**src/rtl/oc8051_xram_responder_if.sv**
```systemverilog
// oc8051_xram_responder_if
//   Wishbone-classic data bus between the oc8051 core (master) and the
//   external RAM responder (slave). Signal names keep the core's point of
//   view: *_o are driven by the core, *_i are returned to it.
//
//   wbd_adr_o  [15:0]  byte address from the core
//   wbd_dat_o  [7:0]   write data from the core
//   wbd_we_o           1 = write, 0 = read
//   wbd_stb_o          strobe
//   wbd_cyc_o          bus cycle valid
//   wbd_dat_i  [7:0]   read data to the core
//   wbd_ack_i          one-cycle transfer acknowledge
interface oc8051_xram_responder_if;
    logic [15:0] wbd_adr_o;
    logic [7:0]  wbd_dat_o;
    logic        wbd_we_o;
    logic        wbd_stb_o;
    logic        wbd_cyc_o;
    logic [7:0]  wbd_dat_i;
    logic        wbd_ack_i;

    modport master (
        output wbd_adr_o, wbd_dat_o, wbd_we_o, wbd_stb_o, wbd_cyc_o,
        input  wbd_dat_i, wbd_ack_i
    );

    modport slave (
        input  wbd_adr_o, wbd_dat_o, wbd_we_o, wbd_stb_o, wbd_cyc_o,
        output wbd_dat_i, wbd_ack_i
    );
endinterface

```
**src/rtl/oc8051_xram_responder.sv**
```systemverilog
// oc8051_xram_responder
//   Byte-wide RAM answering the oc8051 external data bus so MOVX reads and
//   writes see real, stateful memory. After reset the whole array is cleared
//   one byte per cycle; init_done rises when the clear is complete and only
//   then are requests served. Each transfer is acked after WAIT_STATES extra
//   cycles; dropping the request during the wait aborts it silently.
//   Addresses with bits above ADDR_W set are out of range: reads return
//   OOR_DATA, writes are discarded, both are still acked.
//
//   clk        clock, all state changes on the rising edge
//   rst        synchronous active-high reset
//   bus        slave side of the Wishbone data bus
//   init_done  high once the post-reset memory clear has finished
module oc8051_xram_responder #(
    parameter int         ADDR_W      = 8,
    parameter int         WAIT_STATES = 1,
    parameter logic [7:0] OOR_DATA    = 8'hFF
) (
    input  logic                          clk,
    input  logic                          rst,
    oc8051_xram_responder_if.slave        bus,
    output logic                          init_done
);
    localparam int         DEPTH = 1 << ADDR_W;
    localparam logic [3:0] WS    = WAIT_STATES[3:0];

    localparam logic [1:0] ST_INIT = 2'd0;
    localparam logic [1:0] ST_IDLE = 2'd1;
    localparam logic [1:0] ST_WAIT = 2'd2;
    localparam logic [1:0] ST_ACK  = 2'd3;

    logic [1:0]        state;
    logic [ADDR_W-1:0] clr_ptr;
    logic [3:0]        wait_cnt;
    logic [15:0]       adr_q;
    logic [7:0]        dat_q;
    logic              we_q;

    logic [7:0]        mem [DEPTH];

    logic              req;
    logic              enter_ack;
    logic [15:0]       cur_adr;
    logic [7:0]        cur_dat;
    logic              cur_we;
    logic              cur_in_range;
    logic              mem_we;
    logic [ADDR_W-1:0] mem_waddr;
    logic [7:0]        mem_wdata;

    assign req = bus.wbd_stb_o & bus.wbd_cyc_o;

    // NOTE: every signal gets a default at the top of the block so that no
    // path leaves it unassigned, which would otherwise infer a latch.
    always_comb begin
        // With zero wait states the transfer completes on the same edge that
        // samples it, so the live bus fields stand in for the latched copies.
        if (state == ST_IDLE) begin
            cur_adr = bus.wbd_adr_o;
            cur_dat = bus.wbd_dat_o;
            cur_we  = bus.wbd_we_o;
        end else begin
            cur_adr = adr_q;
            cur_dat = dat_q;
            cur_we  = we_q;
        end
        cur_in_range = (cur_adr >> ADDR_W) == 16'h0;

        enter_ack = 1'b0;
        if (state == ST_IDLE && req && WS == 4'd0) enter_ack = 1'b1;
        if (state == ST_WAIT && req && wait_cnt == 4'd1) enter_ack = 1'b1;

        mem_we    = 1'b0;
        mem_waddr = cur_adr[ADDR_W-1:0];
        mem_wdata = cur_dat;
        if (!rst) begin
            if (state == ST_INIT) begin
                mem_we    = 1'b1;
                mem_waddr = clr_ptr;
                mem_wdata = 8'h00;
            end else if (enter_ack && cur_we && cur_in_range) begin
                mem_we = 1'b1;
            end
        end
    end

    // NOTE: the array has no reset branch; it is cleared by the INIT walk,
    // which keeps it mappable onto plain RAM.
    always_ff @(posedge clk) begin
        if (mem_we) mem[mem_waddr] <= mem_wdata;
    end

    // NOTE: all state below uses non-blocking assignments so every register
    // sees the pre-edge values of the others.
    always_ff @(posedge clk) begin
        if (rst) begin
            state         <= ST_INIT;
            clr_ptr       <= '0;
            wait_cnt      <= 4'd0;
            init_done     <= 1'b0;
            adr_q         <= 16'h0000;
            dat_q         <= 8'h00;
            we_q          <= 1'b0;
            bus.wbd_ack_i <= 1'b0;
            bus.wbd_dat_i <= 8'h00;
        end else begin
            bus.wbd_ack_i <= enter_ack;
            if (enter_ack && !cur_we) begin
                bus.wbd_dat_i <= cur_in_range ? mem[cur_adr[ADDR_W-1:0]] : OOR_DATA;
            end

            case (state)
                ST_INIT: begin
                    clr_ptr <= clr_ptr + 1'b1;
                    if (clr_ptr == {ADDR_W{1'b1}}) begin
                        state     <= ST_IDLE;
                        init_done <= 1'b1;
                    end
                end
                ST_IDLE: begin
                    if (req) begin
                        adr_q    <= bus.wbd_adr_o;
                        dat_q    <= bus.wbd_dat_o;
                        we_q     <= bus.wbd_we_o;
                        wait_cnt <= WS;
                        state    <= (WS == 4'd0) ? ST_ACK : ST_WAIT;
                    end
                end
                ST_WAIT: begin
                    if (!req) begin
                        // core withdrew the request: abort without ack or write
                        state <= ST_IDLE;
                    end else begin
                        wait_cnt <= wait_cnt - 4'd1;
                        if (wait_cnt == 4'd1) state <= ST_ACK;
                    end
                end
                default: begin
                    state <= ST_IDLE;
                end
            endcase
        end
    end
endmodule
```
**src/flat_wrapper.sv**
```systemverilog
// flat-port wrapper written by rule: the top's interface ports become plain ports
module oc8051_xram_responder_flat 
#(
    parameter int         ADDR_W      = 8,
    parameter int         WAIT_STATES = 1,
    parameter logic [7:0] OOR_DATA    = 8'hFF
)
  (clk, rst, init_done, bus_wbd_adr_o, bus_wbd_dat_o, bus_wbd_we_o, bus_wbd_stb_o, bus_wbd_cyc_o, bus_wbd_dat_i, bus_wbd_ack_i);
  oc8051_xram_responder_if bus_i ();
  input  logic clk;
  input  logic rst;
  output logic init_done;
  input wire logic [$bits(bus_i.wbd_adr_o)-1:0] bus_wbd_adr_o;
  input wire logic [$bits(bus_i.wbd_dat_o)-1:0] bus_wbd_dat_o;
  input wire logic [$bits(bus_i.wbd_we_o)-1:0] bus_wbd_we_o;
  input wire logic [$bits(bus_i.wbd_stb_o)-1:0] bus_wbd_stb_o;
  input wire logic [$bits(bus_i.wbd_cyc_o)-1:0] bus_wbd_cyc_o;
  output wire logic [$bits(bus_i.wbd_dat_i)-1:0] bus_wbd_dat_i;
  output wire logic [$bits(bus_i.wbd_ack_i)-1:0] bus_wbd_ack_i;
  assign bus_i.wbd_adr_o = bus_wbd_adr_o;
  assign bus_i.wbd_dat_o = bus_wbd_dat_o;
  assign bus_i.wbd_we_o = bus_wbd_we_o;
  assign bus_i.wbd_stb_o = bus_wbd_stb_o;
  assign bus_i.wbd_cyc_o = bus_wbd_cyc_o;
  assign bus_wbd_dat_i = bus_i.wbd_dat_i;
  assign bus_wbd_ack_i = bus_i.wbd_ack_i;
  oc8051_xram_responder #(.ADDR_W(ADDR_W), .WAIT_STATES(WAIT_STATES), .OOR_DATA(OOR_DATA)) u_core (.clk(clk), .rst(rst), .bus(bus_i), .init_done(init_done));
endmodule
```
**config.mk**
```make
export PLATFORM = sky130hd
export DESIGN_NAME = oc8051_xram_responder_flat
export DESIGN_NICKNAME = d
export VERILOG_FILES = /design/src/rtl/oc8051_xram_responder_if.sv /design/src/rtl/oc8051_xram_responder.sv /design/src/flat_wrapper.sv
export SDC_FILE = /design/constraint.sdc
export NUM_CORES = 2
export LEC_CHECK = 0
export CAP_MARGIN = 20
export CELL_PAD_IN_SITES_DETAIL_PLACEMENT = 1
export CELL_PAD_IN_SITES_GLOBAL_PLACEMENT = 1
export CORE_MARGIN = 10
export CORE_UTILIZATION = 45
export CTS_CLUSTER_DIAMETER = 100
export DETAILED_ROUTE_END_ITERATION = 10
export PLACE_DENSITY_LB_ADDON = 0.15
export SLEW_MARGIN = 20
export SYNTH_ARGS = -nofsm -noshare
export SYNTH_HDL_FRONTEND = slang
export SYNTH_SLANG_ARGS = --single-unit
```
**constraint.sdc**
```tcl
create_clock -name clk -period 23.5 [get_ports clk]
set_input_delay 2.35 -clock clk [delete_from_list [all_inputs] [get_ports clk]]
set_output_delay 2.35 -clock clk [all_outputs]
set_load 0.01 [all_outputs]
```
======== Word level (Yosys, flattened, before mapping) ========
Memories as Yosys holds them, arrays and structs flattened.
Cells that the tools add are included.
word-level totals
  register bits after elaboration ......... 49
  bits in writable memories ............... 2,048
  input bits .............................. 29
  output and inout port bits .............. 10
  word-level logic and storage cells ...... 56
  memories ................................ 1
memories
  name        words  width  read ports  clocked after memory_dff  wr ports  line                         source
  u_core.mem  256    8      1           0                         1         oc8051_xram_responder.sv:39  logic [7:0] mem [DEPTH];
cells by class
  $add $sub $neg .......................... 2
  equal/unequal tests ..................... 8
  multiplexer cells ....................... 22
  bitwise logic cells ..................... 1
  reductions and logical operators ........ 13
operators with widths
  operator               number
  $mux W8                6
  $logic_not A16 Y1      1
  $mux W16               1
  $add A8 B1 Y8 const B  1
  $eq A8 B8 Y1 const B   1
  $mux W2                4
  $mux W4                2
  $pmux W4 S2            1
  $mux W1                7
  $pmux W2 S3            1
  $reduce_and A3 Y1      2
  $logic_and A1 B1 Y1    5
  $eq A4 B1 Y1 const B   1
  $ne A2 B1 Y1 const B   2
  $reduce_and A2 Y1      2
  $sub A4 B1 Y4 const B  1
  $ne A3 B3 Y1 const B   1
  $eq A2 B1 Y1 const B   1
  $eq A2 B2 Y1 const B   1
  $logic_not A2 Y1       1
  $ne A2 B2 Y1 const B   1
  $reduce_bool A2 Y1     1
  $and A1 B1 Y1          1
  $logic_not A1 Y1       1

======== Depth between registers and ports, before layout ========
  depth after elaboration ................. 11
  gate-level depth with buffers ........... 16
  depth with buffers taken out ............ 10

======== Worst setup path after synthesis ========
No wires, ideal clock.
  kind .................................... input to register
  start point ............................. in rst
  end point ............................... mem u_core.mem[0][0], data pin
  library setup time ...................... 1.388 ns
  data arrival time ....................... 8.793 ns
  required time ........................... 22.112 ns
  setup slack ............................. 13.319 ns
  stages on the path ...................... 4
  path buffers ............................ 2
  path through ............................ nor2b_1 > clkbuf_1 > buf_1 > nor2_1
on the way
  word-level cells in the longest chain between the ends .. 1
ends and longest elaborated chain
  item                     line                         source
  from (decl)              flat_wrapper.sv:11           input logic rst;
  $mux W8                  oc8051_xram_responder.sv:76  if (!rst) begin
  via u_core.mem_wdata[0]  oc8051_xram_responder.sv:49  logic [7:0] mem_wdata;
  to (decl)                oc8051_xram_responder.sv:39
The timed path passes the listed nets, and every way through them passes these cells.

======== Final worst setup path ========
  start point ............................. in bus_wbd_adr_o[1]
  end point ............................... reg u_core.bus.wbd_dat_i[7]
on the way
  word-level cells in the longest chain between the ends .. 3
ends and longest elaborated chain
  item                  line                            source
  from (decl)           flat_wrapper.sv:13              input wire logic [$bits(bus_i.wbd_adr_o)-1:0] bus_wbd_adr_o;
  $mux W16              oc8051_xram_responder.sv:58     if (state == ST_IDLE) begin
  $mem_v2 Z256 W8       -
  $mux W8               oc8051_xram_responder.sv:109    bus.wbd_dat_i <= cur_in_range ? mem[cur_adr[ADDR_W-1:0]] : OOR_DATA;
  to (signal assigned)  oc8051_xram_responder.sv:109
  to (decl)             oc8051_xram_responder_if.sv:29  output wbd_dat_i, wbd_ack_i
No other way between the ends.
A chain may end at the register's enable or synchronous reset.

==> impl_metrics.tcl <==
set metrics [dict create \
    synth_area_per_cell_um2 15.39 \
    path_clk_slew_ps 60 \
    cts_buffer_depth 3 \
    min_from "u_core.dat_q[6]" \
    cp_slowest_cell "clkdlybuf4s50_1" \
    grt_pass1_wl_um 382200 \
    cts_sinks 2097 \
    leakagePower_uw 0.03202 \
    critPathCapture "u_core.bus.wbd_dat_i[7]" \
    setup_tns_ps 0 \
    peakVddDrop_uv 61.61 \
    min_path_type "flip-flop to flip-flop" \
    num-nets-final 5546 \
    track_usage_pct 25.66 \
    synth_edf_count 2048 \
    cts_resized 0 \
    relSlewSlack_pct 19.98 \
    maxCapViolations 0 \
    yosysSeqAreaShare_pct 74.39 \
    worst_slack_ps 15500 \
    drc 0 \
    placementRows 158 \
    period_share_pct 34.06 \
    grtUsageMet1_pct 36.56 \
    power_frac_comb_pct 8.7 \
    drt_iter0_drc 5751 \
    numCtsBuffers 217 \
    routedWlPerCell_um 32.82 \
    clock_skew_ps 33.80 \
    ys_ff_latch 2097 \
    rsz0062_at_grt "false" \
    crit_top_cell "buf_4" \
    drive_gt1_share_pct 11.05 \
    viasPerCell 6.143 \
    cts_hold_buffers 0 \
    coreArea_um2 185400 \
    fin_crit_ps 8004 \
    cp_max_fo 73 \
    grt_max_degree 106 \
    status "complete, no violations" \
    syn-num-nets 5493 \
    required_ps 24250 \
    startpoint "bus_wbd_adr_o[1]" \
    grtUsageMet2_pct 40.18 \
    cp_cell_sequence "clkdlybuf4s50_1 -> mux2_8 -> buf_4 -> buf_4 -> buf_4 -> buf_4 -> mux4_2 -> a2111oi_0 -> nor3_1 -> or4_1 -> and4_1" \
    holdPathStages 2 \
    wirelength_um 268400 \
    max_stage_delay_ps 740 \
    ys_warn_count 0 \
    post_cts_buffers 0 \
    portBuffers 38 \
    drv_slew 0 \
    die_area_um2 204300 \
    vias 50228 \
    grt_pass1_vias 50934 \
    seq_power_share_pct 50.1 \
    cts_tree "yes" \
    fp.dieW_um 452.0 \
    netlist_area_um2 83990 \
    reg2reg_depth 12 \
    clock_latency_ps 860 \
    drt_pass1_iterations 6 \
    dp_slack_ps 14640 \
    ios 39 \
    critical_path_arrival_ps 8750 \
    clockRootBuffer "clkbuf_16" \
    r2r_start "u_core.state[1]" \
    p_clk_share_pct 41.2 \
    cp-start-kind "input pin" \
    met3_usage_pct 4.228 \
    antenna_found_initial 20 \
    synth_ff_type "edfxtp_1" \
    crit_path_end_kind "flip-flop" \
    p_int_uw 6232 \
    area_delta_synth_final_pct 11.64 \
    r2r_end "u_core.bus.wbd_dat_i[7]" \
    async_flop_share_pct 0 \
    power.switching_uw 1994 \
    grt_busiest_layer "met2" \
    cellPowerDensity_nw_per_um2 87.73 \
    max_clock_freq_mhz 124.9 \
    dp_hpwl_um 158300 \
    netlist_instances 5457 \
    swShare_pct 24.24 \
    htree_levels 4 \
    worstMarginPinSlew_ps 1192 \
    critical_path_class "input pin to flip-flop" \
    die-height_um 452.0 \
    postRouteAntennaNets 0 \
    overflow 0 \
    initial_utilization_pct 45.29 \
    r2r_slack_ps 16730 \
    gp_congestion 0.8044 \
    synth_cell_types 78 \
    hold_viol 0 \
    setup_violations 0 \
]
power by group through the flow:
| stage | registers, uW | logic [uW] | clock network, uW |
|---|---|---|---|
| floorplan | 4220 | 419 | 0 |
| global route | 4120 | 750 | 3580 |
| detailed placement | 4200 | 707 | 0 |
| global placement | 4200 | 697 | 0 |
| finish | 4120 | 715 | 3390 |
| CTS | 4120 | 709 | 3430 |
area by class of cell:
class	instances	area, um2
Clock buffer	286	5783
Tap cell	2480	3103
Antenna cell	3	7.507
Clock inverter	116	1129
Inverter	5	18.77
Sequential cell	2097	62480
Timing Repair Buffer	187	1638
Fill cell	17659	91670
Multi-Input combinational cell	3002	19610
kinds of logic (layout without fill, tap and decap cells):
kind of cell    count (synthesis)  after routing  share of synthesized area, %
flops                        2097           2097                         74.39
simple gates                 1657           1657                         8.354
compound gates                788            788                         6.121
mux                           544            544                         8.320
buf+inv                       358            594                         2.650
fa+ha+maj                       7              7                        0.1043
xor+xnor                        6              6                       0.06257
other cells                     0              3                             0
synthesized netlist by cell type, types with 66 or more instances:
| cell | count | area share [%] |
|---|---|---|
| buf_2 | 132 | 0.79 |
| nand3_1 | 244 | 1.5 |
| mux2i_1 | 414 | 4.9 |
| o21ai_0 | 71 | 0.42 |
| edfxtp_1 | 2048 | 73 |
| o221ai_1 | 102 | 1.1 |
| clkbuf_1 | 104 | 0.46 |
| a21oi_1 | 305 | 1.8 |
| nor2_1 | 321 | 1.4 |
| o22ai_1 | 96 | 0.72 |
| mux4_2 | 120 | 3.2 |
| nor3_1 | 66 | 0.39 |
| nand2_1 | 884 | 4.0 |
registers in the layout, indices dropped and copies added, names as in the netlist:
name,cells
u_core.adr_q,16
u_core.dat_q,8
u_core.init_done,1
u_core.mem,2048
u_core.we_q,1
u_core.bus.wbd_dat_i,8
u_core.clr_ptr,8
u_core.wait_cnt,4
u_core.bus.wbd_ack_i,1
u_core.state,2
worst min-delay path by stage:
stage                           end
global placement        u_core.we_q
CTS                 u_core.dat_q[0]
floorplan               u_core.we_q
global route        u_core.dat_q[1]
detailed placement  u_core.dat_q[0]
finish              u_core.dat_q[6]
stage by stage:
stage	util (%)	instances	power, uW	hold slack (ps)	cell area, um2
finish	50.57	8176	8226	455.0	93770
global route	50.56	8173	8456	481.8	93760
CTS	50.50	8167	8261	455.0	93640
detailed placement	46.77	7765	4910	446.3	86730
global placement	46.76	7763	4899	440.6	86700
floorplan	-	5457	4638	433.8	83990
worst max-delay path, delay by kind of cell:
kind	cells	cell delay, ps
muxes	2	1100
buffers and inverters	5	3450
AOI/OAI and AO/OA	1	610
and+or+nand+nor	3	890
placed cells by master, fill, tap and decap left out, types with 96 or more instances in the layout:
cell / count
buf_4: 137
mux2i_1: 410
a21oi_1: 305
edfxtp_1: 2048
mux4_2: 120
o221ai_1: 102
nor2_1: 312
nand2_1: 884
o22ai_1: 96
clkbuf_16: 220
nand3_1: 233
metal layers:
metal / wire length [um] / part of all wire, %
met4: 8980 / 3.3
met5: 50 / 0.019
met2: 124600 / 46
met3: 20120 / 7.5
met1: 114700 / 43
No activity file was read; power rests on OpenSTA's default activity.
